**config.mk**
```make
export PLATFORM = sky130hd
export DESIGN_NAME = ace_snoop_responder
export DESIGN_NICKNAME = d
export VERILOG_FILES = /design/src/rtl/ace_snoop_responder.sv
export SDC_FILE = /design/constraint.sdc
export NUM_CORES = 1
export LEC_CHECK = 0
export CAP_MARGIN = 20
export CORE_AREA = 2 2 162 164
export DETAILED_ROUTE_END_ITERATION = 8
export DIE_AREA = 0 0 164 166
export GPL_TIMING_DRIVEN = 0
export PLACE_DENSITY_LB_ADDON = 0.3
export SLEW_MARGIN = 30
export SYNTH_ARGS = -nofsm -noshare
export SYNTH_HDL_FRONTEND = slang
export SYNTH_SLANG_ARGS = --single-unit
```
**constraint.sdc**
```tcl
create_clock -name clk_i -period 4.51 [get_ports clk_i]
set_input_delay 0.902 -clock clk_i [delete_from_list [all_inputs] [get_ports clk_i]]
set_output_delay 0.902 -clock clk_i [all_outputs]
set_load 0.03 [all_outputs]
```
**src/rtl/ace_snoop_responder.sv**
```systemverilog
// ace_snoop_responder: cache-side end of the ACE snoop channel.
// Takes one AC snoop at a time, looks the line up in the dcache, returns the
// CR response, streams the frozen line on CD when data transfer is required,
// then issues the resulting coherency update (invalidate / clean / shared).
//
// state    | meaning
// ---------+-----------------------------------------------------------
// S_IDLE   | ready for a snoop; ac_ready_o high
// S_LOOKUP | cache lookup request held until granted
// S_WAIT   | waiting for the lookup result; decode response on arrival
// S_RESP   | CR response presented until handshaken
// S_DATA   | CD beats, wrapping from the start word
// S_UPDATE | cache state update presented until accepted
module ace_snoop_responder #(
    parameter int AddrWidth = 64,
    parameter int DataWidth = 64,
    parameter int LineWidth = 128
) (
    input  logic                 clk_i,
    input  logic                 rst_i,

    input  logic                 ac_valid_i,
    output logic                 ac_ready_o,
    input  logic [AddrWidth-1:0] ac_addr_i,
    input  logic [3:0]           ac_snoop_i,
    input  logic [2:0]           ac_prot_i,

    output logic                 cr_valid_o,
    input  logic                 cr_ready_i,
    output logic [4:0]           cr_resp_o,

    output logic                 cd_valid_o,
    input  logic                 cd_ready_i,
    output logic [DataWidth-1:0] cd_data_o,
    output logic                 cd_last_o,

    output logic                 lookup_req_o,
    input  logic                 lookup_gnt_i,
    output logic [AddrWidth-1:0] lookup_addr_o,
    input  logic                 lookup_valid_i,
    input  logic                 lookup_hit_i,
    input  logic                 lookup_dirty_i,
    input  logic                 lookup_shared_i,
    input  logic [LineWidth-1:0] lookup_data_i,

    output logic                 upd_valid_o,
    input  logic                 upd_ready_i,
    output logic [AddrWidth-1:0] upd_addr_o,
    output logic                 upd_invalidate_o,
    output logic                 upd_clean_o,
    output logic                 upd_shared_o,

    output logic                 busy_o
);

    localparam int NumBeats = LineWidth / DataWidth;
    localparam int LineOffW = $clog2(LineWidth / 8);
    localparam int WordOffW = $clog2(DataWidth / 8);
    localparam int BeatW    = (NumBeats > 1) ? $clog2(NumBeats) : 1;

    localparam logic [AddrWidth-1:0] LineMask = ~(AddrWidth'((LineWidth / 8) - 1));
    localparam logic [BeatW-1:0]     LastCnt  = BeatW'(NumBeats - 1);

    // Supported ACE snoop encodings
    localparam logic [3:0] SnReadOnce     = 4'b0000;
    localparam logic [3:0] SnReadShared   = 4'b0001;
    localparam logic [3:0] SnReadClean    = 4'b0010;
    localparam logic [3:0] SnReadNsd      = 4'b0011;
    localparam logic [3:0] SnReadUnique   = 4'b0111;
    localparam logic [3:0] SnCleanShared  = 4'b1000;
    localparam logic [3:0] SnCleanInvalid = 4'b1001;
    localparam logic [3:0] SnMakeInvalid  = 4'b1101;

    typedef enum logic [2:0] {
        S_IDLE,
        S_LOOKUP,
        S_WAIT,
        S_RESP,
        S_DATA,
        S_UPDATE
    } state_e;

    state_e                 state_q, state_d;
    logic [AddrWidth-1:0]   addr_q, addr_d;
    logic [3:0]             snoop_q, snoop_d;
    logic [BeatW-1:0]       start_q, start_d;
    logic [BeatW-1:0]       beat_q, beat_d;
    logic [BeatW-1:0]       cnt_q, cnt_d;
    logic [4:0]             resp_q, resp_d;
    logic                   inv_q, inv_d;
    logic                   clean_q, clean_d;
    logic                   shared_q, shared_d;
    logic [LineWidth-1:0]   data_q, data_d;

    logic [BeatW-1:0]       ac_start_word;
    logic [4:0]             dec_resp;
    logic                   dec_inv, dec_clean, dec_shared;
    logic                   need_upd;
    logic                   unused_ok;

    assign unused_ok = ^ac_prot_i;

    // Start word is the beat index within the line addressed by the snoop
    if (NumBeats > 1) begin : g_start_word
        assign ac_start_word = ac_addr_i[LineOffW-1:WordOffW];
    end else begin : g_single_beat
        assign ac_start_word = '0;
    end

    // Decode response and required cache action from the lookup result
    always_comb begin
        logic wu;
        wu         = lookup_hit_i && !lookup_shared_i;
        dec_resp   = 5'b00000;
        dec_inv    = 1'b0;
        dec_clean  = 1'b0;
        dec_shared = 1'b0;
        unique case (snoop_q)
            SnReadOnce: begin
                dec_resp = {wu, 1'b1, 1'b0, 1'b0, 1'b1};
            end
            SnReadShared, SnReadClean, SnReadNsd: begin
                dec_resp   = {wu, 1'b1, lookup_dirty_i, 1'b0, 1'b1};
                dec_clean  = lookup_dirty_i;
                dec_shared = 1'b1;
            end
            SnReadUnique: begin
                dec_resp = {wu, 1'b0, lookup_dirty_i, 1'b0, 1'b1};
                dec_inv  = 1'b1;
            end
            SnCleanShared: begin
                dec_resp  = {wu, 1'b1, lookup_dirty_i, 1'b0, lookup_dirty_i};
                dec_clean = lookup_dirty_i;
            end
            SnCleanInvalid: begin
                dec_resp = {wu, 1'b0, lookup_dirty_i, 1'b0, lookup_dirty_i};
                dec_inv  = 1'b1;
            end
            SnMakeInvalid: begin
                dec_resp = {wu, 1'b0, 1'b0, 1'b0, 1'b0};
                dec_inv  = 1'b1;
            end
            default: begin
                dec_resp = 5'b00010;
            end
        endcase
        // A miss on a supported type answers with an all-zero response
        if (!lookup_hit_i && dec_resp != 5'b00010) begin
            dec_resp   = 5'b00000;
            dec_inv    = 1'b0;
            dec_clean  = 1'b0;
            dec_shared = 1'b0;
        end
    end

    assign need_upd = inv_q || clean_q || shared_q;

    // State register and transaction context
    always_ff @(posedge clk_i) begin
        if (rst_i) begin
            state_q  <= S_IDLE;
            addr_q   <= '0;
            snoop_q  <= '0;
            start_q  <= '0;
            beat_q   <= '0;
            cnt_q    <= '0;
            resp_q   <= '0;
            inv_q    <= 1'b0;
            clean_q  <= 1'b0;
            shared_q <= 1'b0;
            data_q   <= '0;
        end else begin
            state_q  <= state_d;
            addr_q   <= addr_d;
            snoop_q  <= snoop_d;
            start_q  <= start_d;
            beat_q   <= beat_d;
            cnt_q    <= cnt_d;
            resp_q   <= resp_d;
            inv_q    <= inv_d;
            clean_q  <= clean_d;
            shared_q <= shared_d;
            data_q   <= data_d;
        end
    end

    // Next-state and handshake outputs
    always_comb begin
        state_d      = state_q;
        addr_d       = addr_q;
        snoop_d      = snoop_q;
        start_d      = start_q;
        beat_d       = beat_q;
        cnt_d        = cnt_q;
        resp_d       = resp_q;
        inv_d        = inv_q;
        clean_d      = clean_q;
        shared_d     = shared_q;
        data_d       = data_q;
        ac_ready_o   = 1'b0;
        lookup_req_o = 1'b0;
        cr_valid_o   = 1'b0;
        cd_valid_o   = 1'b0;
        cd_last_o    = 1'b0;
        upd_valid_o  = 1'b0;

        unique case (state_q)
            S_IDLE: begin
                ac_ready_o = !rst_i;
                if (ac_valid_i) begin
                    addr_d  = ac_addr_i;
                    snoop_d = ac_snoop_i;
                    start_d = ac_start_word;
                    state_d = S_LOOKUP;
                end
            end
            S_LOOKUP: begin
                lookup_req_o = 1'b1;
                if (lookup_gnt_i) begin
                    state_d = S_WAIT;
                end
            end
            S_WAIT: begin
                if (lookup_valid_i) begin
                    resp_d   = dec_resp;
                    inv_d    = dec_inv;
                    clean_d  = dec_clean;
                    shared_d = dec_shared;
                    data_d   = lookup_data_i;
                    beat_d   = start_q;
                    cnt_d    = '0;
                    state_d  = S_RESP;
                end
            end
            S_RESP: begin
                cr_valid_o = 1'b1;
                if (cr_ready_i) begin
                    if (resp_q[0]) begin
                        state_d = S_DATA;
                    end else if (need_upd) begin
                        state_d = S_UPDATE;
                    end else begin
                        state_d = S_IDLE;
                    end
                end
            end
            S_DATA: begin
                cd_valid_o = 1'b1;
                cd_last_o  = (cnt_q == LastCnt);
                if (cd_ready_i) begin
                    // Index width equals log2(NumBeats), so +1 wraps on its own
                    beat_d = (NumBeats > 1) ? beat_q + 1'b1 : '0;
                    cnt_d  = (NumBeats > 1) ? cnt_q + 1'b1 : '0;
                    if (cnt_q == LastCnt) begin
                        state_d = need_upd ? S_UPDATE : S_IDLE;
                    end
                end
            end
            S_UPDATE: begin
                upd_valid_o = 1'b1;
                if (upd_ready_i) begin
                    state_d = S_IDLE;
                end
            end
            default: begin
                state_d = S_IDLE;
            end
        endcase
    end

    assign cr_resp_o        = resp_q;
    assign cd_data_o        = data_q[beat_q * DataWidth +: DataWidth];
    assign lookup_addr_o    = addr_q & LineMask;
    assign upd_addr_o       = addr_q & LineMask;
    assign upd_invalidate_o = inv_q;
    assign upd_clean_o      = clean_q;
    assign upd_shared_o     = shared_q;
    assign busy_o           = (state_q != S_IDLE);

endmodule

```
# After elaboration in Yosys (flattened, before gate mapping)
# Index checks and enable logic that the tools add are counted.
# Widths: inputs -> output; s select.
[totals]
rom_bits = 0
latchBits = 0
mem_count = 0
ff_bits = 210
in_bits = 210
mem_bits_rw = 0
output_inout_bits = 207
[classes]
n_addsub = 2
n_shift = 1
mul = 0
mux = 30
n_bitwise = 0
eq_ne = 20
div = 0
order_cmp = 0
reduce_logical = 18
[ops]
columns = ["operator", "count"]
rows = [
  ["$shiftx 128x8->64", 1],
  ["$pmux 5 s6", 1],
  ["$mux 3", 9],
  ["$pmux 3 s6", 1],
  ["$mux 1", 16],
  ["$ne 2x2->1 const B", 7],
  ["$eq 4x4->1 const B", 3],
  ["$eq 4x2->1 const B", 2],
  ["$reduce_and 7->1", 1],
  ["$eq 3x2->1 const B", 2],
  ["$eq 3x3->1 const B", 2],
  ["$reduce_or 3->1", 2],
  ["$mux 5", 1],
  ["$ne 5x2->1 const B", 1],
  ["$eq 4x1->1 const B", 1],
  ["$eq 4x3->1 const B", 1],
  ["$logic_not 4->1", 1],
  ["$pmux 1 s2", 2],
  ["$reduce_and 2->1", 2],
  ["$reduce_or 4->1", 1],
  ["$eq 3x1->1 const B", 1],
  ["$logic_not 1->1", 3],
  ["$logic_not 3->1", 1],
  ["$reduce_and 3->1", 1],
  ["other kinds (5)", 8],
]

# Longest topological paths before layout
# Gate-level depths: netlist of run 1.
[logic_depth]
word_depth = 6
depth_mapped = 7

# Worst setup path after synthesis of run 1
# Ideal clock, no wire load.
[synth_timing]
path_type = "input to output"
start = "in rst_i"
end = "out ac_ready_o"
arrival_time_ns = 1.702
cell_stages = 3
n_path_buf = 2
slack_ns = 1.906
path_cell_list = "clkbuf_1 > clkbuf_1 > nor2_1"
[synth_via]
elab_chain_len = 2
[synth_rtl]
columns = ["element", "line_no", "text"]
rows = [
  ["start, declared", "20", "input logic rst_i,"],
  ["$logic_not 1->1", "209", "ac_ready_o = !rst_i;"],
  ["$mux 1", "207", "unique case (state_q)"],
  ["end, declared", "23", "output logic ac_ready_o,"],
]
# No other way between the ends.

# Worst setup path in the final report of run 1
[layout_timing]
start = "reg beat_q"
end = "out cd_data_o[9]"
[layout_via]
elab_chain_len = 1
[layout_rtl]
columns = ["element", "line_no", "text"]
rows = [
  ["start, declared", "87", "logic [BeatW-1:0] beat_q, beat_d;"],
  ["start signal, assigned", "177", "beat_q <= beat_d;"],
  ["$shiftx 128x8->64", "272", "assign cd_data_o = data_q[beat_q * DataWidth +: DataWidth];"],
  ["end, declared", "34", "output logic [DataWidth-1:0] cd_data_o,"],
]
# No other way between the ends.

==> impl_metrics.env, run 1 <==
export IMPL_outcome="finished clean"
export IMPL_cts_hold_buf=0
export IMPL_fin_worst_skew_ps=6.50
export IMPL_drtPass1Iterations=7
export IMPL_grt_pass1_wl_um=46000
export IMPL_core_um2=25600
export IMPL_hp_class="reg2reg"
export IMPL_critPathRequiredTime_ps=3610
export IMPL_tns_ps=0
export IMPL_grt_overflow_total=0
export IMPL_grt_setup_unrepaired="false"
export IMPL_ys_warn_count=0
export IMPL_cts_tree="done"
export IMPL_reg2reg_setup_slack_ps=2680
export IMPL_synth_ff_type="dfxtp_1"
export IMPL_wl_per_cell_um=16.5
export IMPL_nets=1726
export IMPL_setup_viol=0
export IMPL_cts_setup_buffers=0
export IMPL_crit_path_top_delay_cell="clkdlybuf4s50_1"
export IMPL_crit_chain="clkbuf_1, buf_2, mux2_2, clkdlybuf4s50_1"
export IMPL_fp_row_count=59
export IMPL_numCtsBuffers=24
export IMPL_fp_dieH_um=166
export IMPL_synth_edff_count=0
export IMPL_vias=8710
export IMPL_worst_setup_path_end_kind="output pin"
export IMPL_die_area_um2=27200
export IMPL_async_flop_share=0
export IMPL_path_depth=4
export IMPL_final_cell_mix="401 x clkdlybuf4s50_1, 397 x nand2_1, 206 x dfxtp_1, 201 x a21oi_1, 71 x buf_4"
export IMPL_gp_congestion=0.871
export IMPL_period_share=0.822
export IMPL_clk_pin_slew_worst_paths_ps=60
export IMPL_antenna_found_initial=1
export IMPL_hpwlAfterDp_um=23300
export IMPL_critPathLaunchType="flop"
export IMPL_nFillCells=2424
export IMPL_cts_resized=0
export IMPL_r2r_end="data_q[115]"
export IMPL_portBuffers=401
export IMPL_initial_core_util=0.339
export IMPL_grt_pass1_vias=8429
export IMPL_crit_arrival_ps=2800
export IMPL_holdPathStages=2
export IMPL_clock_sinks=206
export IMPL_cp_max_fo=10
export IMPL_min_period_ps=3710
export IMPL_r2r_start="state_q[2]"
export IMPL_ys_seq_area_frac=0.475
export IMPL_avgSynthCellArea_um2=8.03
export IMPL_dieWidth_um=164
export IMPL_setup_worst_path_start="beat_q"
export IMPL_viasPerCell=4.67
export IMPL_syn_cell_area_um2=8690
export IMPL_cp_buffers_inverters=3
export IMPL_tightestPinTransition_ps=769
export IMPL_critical_path_class="reg2out"
export IMPL_ys_ff_latch=206
export IMPL_power_leakage_nw=5.23
export IMPL_clk_latency_ps=510
export IMPL_p_per_area_nw_per_um2=368
export IMPL_cap_violations=0
export IMPL_yosys_cell_types_count=39
export IMPL_cts_path_max_buffers=3
export IMPL_r2r_cells=6
export IMPL_grt_max_degree=13
export IMPL_clockRootBuffer="clkbuf_16"
export IMPL_synthCells=1082
export IMPL_drtAntennaViolNets=0
export IMPL_drc=0
export IMPL_drtIter0Drc=496
export IMPL_whs_ps=450
export IMPL_ctsHtreeMaxLevel=1
export IMPL_syn_to_final_growth_pct=61.1
export IMPL_grt_use_total=0.215
export IMPL_ir_drop_v=0.000333
export IMPL_hold_viol=0
export IMPL_mostFrequentLayoutCell="clkdlybuf4s50_1"
export IMPL_cp_top_family="buffers and inverters"
export IMPL_ios=417
export IMPL_slew_headroom=0.487
export IMPL_max_stage_delay_ps=620
export IMPL_finalPower_mw=5.15
export IMPL_wl_um=30900
export IMPL_endpoint="cd_data_o[9]"
export IMPL_slew_violations=0
export IMPL_max_freq_mhz=270
export IMPL_drive_above_1_share=0.141
[stage by stage]
stage,setup WS [ps],cell area (um2),utilization,cells
2_1_floorplan,1910,8710,-,1089
3_3_place_gp,1080,13100,0.513,1825
3_5_place_dp,1060,13100,0.513,1825
4_1_cts,751,14000,0.546,1866
5_1_grt,662,14000,0.546,1867
6_report,803,14000,0.546,1867
[cell usage after synthesis, drive strengths merged (2+ instances only)]
| cell type | count | area share |
|---|---|---|
| nand2 | 397 | 0.17 |
| a32oi | 2 | 0.0020 |
| nand4bb | 2 | 0.0026 |
| nor2b | 2 | 0.0014 |
| o21ai | 4 | 0.0023 |
| buf | 114 | 0.091 |
| clkbuf | 33 | 0.014 |
| inv | 3 | 0.0013 |
| a21oi | 201 | 0.12 |
| nand2b | 2 | 0.0014 |
| dfxtp | 206 | 0.47 |
| and2 | 3 | 0.0022 |
| o2111ai | 2 | 0.0020 |
| nor2 | 17 | 0.0073 |
| o211ai | 2 | 0.0017 |
| nor3b | 2 | 0.0017 |
| a22oi | 3 | 0.0032 |
| mux2 | 64 | 0.083 |
| nand3 | 2 | 0.0012 |
| and3 | 3 | 0.0022 |
| mux2i | 3 | 0.0035 |
| nor3 | 2 | 0.0017 |
[layout make-up]
cell class,count,area [um2],area share
diodes,1,2.50,0.000179
inverters,3,11.3,0.000805
plain buffers,147,916,0.0655
clock inverters,5,125,0.00894
repair buffers,401,4010,0.287
clock buffers,36,717,0.0512
well taps,335,419,0.0300
flip-flops and latches,206,4120,0.295
multi-input cells,733,3660,0.262
[how the worst min path moves through the flow]
stage | from | endpoint | slack (ps)
6_report | data_q[44] | data_q[44] | 450
5_1_grt | data_q[15] | data_q[15] | 470
4_1_cts | data_q[55] | data_q[55] | 450
3_5_place_dp | data_q[55] | data_q[55] | 440
3_3_place_gp | data_q[115] | data_q[115] | 440
2_1_floorplan | data_q[100] | data_q[100] | 430
[worst reg2reg max path, cell delays in order, from the launching register on]
cell and delay, ps:
dfxtp_1 370, and4bb_1 280, buf_2 290, buf_4 280, buf_2 270, nand2_1 100, a21oi_1 170
[registers in the layout, indices dropped and copies added, names as in the netlist]
signal            flops
data_q              128
snoop_q               4
addr_q               61
state_q               3
upd_clean_o           1
upd_invalidate_o      1
cr_resp_o             5
upd_shared_o          1
cnt_q                 1
beat_q                1
[cell families (layout without fill, tap and decap cells)]
group / after synthesis / count (layout) / share of synthesized area
and+or+nand+nor: 437 / 437 / 0.198
AOI/OAI and AO/OA: 220 / 220 / 0.133
DFF: 206 / 206 / 0.475
buffers and inverters: 150 / 592 / 0.107
muxes: 67 / 67 / 0.0864
other: 1 / 9 / 0.000432
xor gates and xnor gates: 1 / 1 / 0.00101
[power by group]
part | leakage (nW) | switching, mW | internal [mW] | total [mW]
clock network | 0.412 | 0.744 | 1.32 | 2.06
logic | 3.15 | 0.580 | 0.531 | 1.11
registers | 1.67 | 0.0673 | 1.91 | 1.98
[routing by layer]
layer  wire length (um)  track usage  vias to the layer above
met4               1070       0.0751                        0
li1                   -            -                     4320
met3               1950       0.0395                       58
met1              13000        0.270                     4037
met2              14900        0.367                      295
met5                  0            0                        -
(Power assumes the default switching activity.)
==> inputs of run 2 (changes only) <==
CORE_AREA = 2 2 163 165   (was 2 2 162 164)
DIE_AREA = 0 0 165 167   (was 0 0 164 166)
clock period = 3.9 ns   (was 4.51 ns; I/O delays follow)
==> run 2 against run 1 <==
  * Flip-flop and latch count unchanged
  * Wire length rose by 1.2%
  * Worst hold slack hardly changed
  * Sequential power rose by 16%
  * Critical endpoint is now cd_data_o[29]
  * Largest power group unchanged
  * Highest routed layer unchanged
==> impl_metrics.env, run 2 (synthesis gave the netlist of run 1 again) <==
export IMPL_clk_pin_slew_worst_paths_ps=60
export IMPL_max_freq_mhz=278
export IMPL_fin_worst_skew_ps=11.9
export IMPL_grt_overflow_total=0
export IMPL_wl_um=31300
export IMPL_portBuffers=401
export IMPL_drc=0
export IMPL_fp_dieH_um=167
export IMPL_reg2reg_setup_slack_ps=2060
export IMPL_cts_setup_buffers=0
export IMPL_fp_row_count=59
export IMPL_cp_max_fo=10
export IMPL_dp_slack_ps=698
export IMPL_hold_viol=0
export IMPL_r2r_start="state_q[0]"
export IMPL_drive_above_1_share=0.144
export IMPL_final_cell_mix="401 x clkdlybuf4s50_1, 397 x nand2_1, 206 x dfxtp_1, 201 x a21oi_1, 71 x buf_4"
export IMPL_critPathLaunchType="flop"
export IMPL_slew_headroom=0.465
export IMPL_fin_ws_ps=307
export IMPL_viasPerCell=4.65
export IMPL_grt_pass1_wl_um=47100
export IMPL_drtAntennaViolNets=0
export IMPL_ctsHtreeMaxLevel=1
export IMPL_clockRootBuffer="clkbuf_16"
export IMPL_drtIter0Drc=564
export IMPL_tns_ps=0
export IMPL_tightestPinTransition_ps=802
export IMPL_worst_setup_path_end_kind="output pin"
export IMPL_clk_latency_ps=510
export IMPL_nFillCells=2444
export IMPL_wl_per_cell_um=16.7
export IMPL_r2r_end="data_q[63]"
export IMPL_holdPathStages=2
export IMPL_core_um2=25800
export IMPL_die_area_um2=27600
export IMPL_grt_max_degree=13
export IMPL_slew_violations=0
export IMPL_hp_class="reg2reg"
export IMPL_setup_viol=0
export IMPL_numCtsBuffers=24
export IMPL_syn_to_final_growth_pct=60.8
export IMPL_crit_arrival_ps=2810
export IMPL_dieWidth_um=165
export IMPL_largest_register_ffs=128
export IMPL_multi_input_area_um2=3660
export IMPL_grt_use_total=0.218
export IMPL_cap_violations=0
export IMPL_p_per_area_nw_per_um2=422
export IMPL_gp_congestion=0.857
export IMPL_cts_hold_buf=0
export IMPL_drtPass1Iterations=5
export IMPL_clock_sinks=206
export IMPL_whs_ps=450
export IMPL_setup_worst_path_start="beat_q"
export IMPL_cts_resized=0
export IMPL_largest_register="data_q"
export IMPL_ir_drop_v=0.000272
export IMPL_cts_tree="done"
export IMPL_seqCellArea_um2=4120
export IMPL_mostFrequentLayoutCell="clkdlybuf4s50_1"
export IMPL_nets=1726
export IMPL_period_share=0.921
export IMPL_antenna_found_initial=2
export IMPL_finalPower_mw=5.89
export IMPL_grt_pass1_vias=8523
export IMPL_min_period_ps=3590
export IMPL_vias=8689
export IMPL_initial_core_util=0.337
export IMPL_critPathRequiredTime_ps=3120
export IMPL_critical_path_class="reg2out"
export IMPL_r2r_cells=6
export IMPL_min_from="data_q[21]"
export IMPL_whs_endpoint="data_q[21]"
export IMPL_hpwlAfterDp_um=23600
export IMPL_cts_path_max_buffers=3
export IMPL_power_leakage_nw=5.23
export IMPL_grt_setup_unrepaired="false"
export IMPL_ios=417
export IMPL_outcome="finished clean"
[run 2: area by class of cell]
type / instances / area share
sequential: 206 / 0.295
multi-input combinational: 733 / 0.262
inverter: 3 / 0.000806
tap: 335 / 0.0300
antenna: 2 / 0.000358
buffer: 147 / 0.0656
timing repair buffer: 401 / 0.287
clock inverter: 11 / 0.00931
clock buffer: 31 / 0.0493
[run 2: through the flow]
step,area [um2],cells,util
floorplan,8710,1089,-
global placement,13100,1825,0.510
detailed placement,13100,1825,0.510
CTS,14000,1867,0.542
global route,14000,1869,0.542
finish,14000,1869,0.542
[run 2: worst max-delay path, stage by stage, from the launching register on]
cell	delay [ps]
dfxtp_1	370
clkbuf_1	480
buf_2	440
mux2_2	380
clkdlybuf4s50_1	630
[run 2: worst max-delay path by stage]
stage	endpoint	slack (ps)
6_report	cd_data_o[29]	310
5_1_grt	cd_data_o[13]	140
4_1_cts	cd_data_o[6]	230
3_5_place_dp	ac_ready_o	700
3_3_place_gp	ac_ready_o	690
2_1_floorplan	ac_ready_o	1540
[run 2: layer usage]
metal | part of all wire | vias to the layer above | wire [um] | global-route usage
met2 | 0.48 | 270 | 15200 | 0.367
li1 | - | 4336 | - | -
met1 | 0.42 | 4023 | 13300 | 0.276
met5 | 0 | - | 0 | 0
met3 | 0.061 | 60 | 1900 | 0.0443
met4 | 0.030 | 0 | 945 | 0.0715
[run 2: power by group]
part	internal, mW	leakage [nW]	switching [mW]
clock	1.43	0.413	0.888
combinational	0.613	3.15	0.669
sequential	2.21	1.67	0.0796
total	4.26	5.23	1.64
==> inputs of run 3 (changes only) <==
GPL_ROUTABILITY_DRIVEN = 0   (was default)
SKIP_LAST_GASP = 1   (was default)
==> results of run 3 <==
The final DEF is identical to that of run 2; final timing and power are the same.
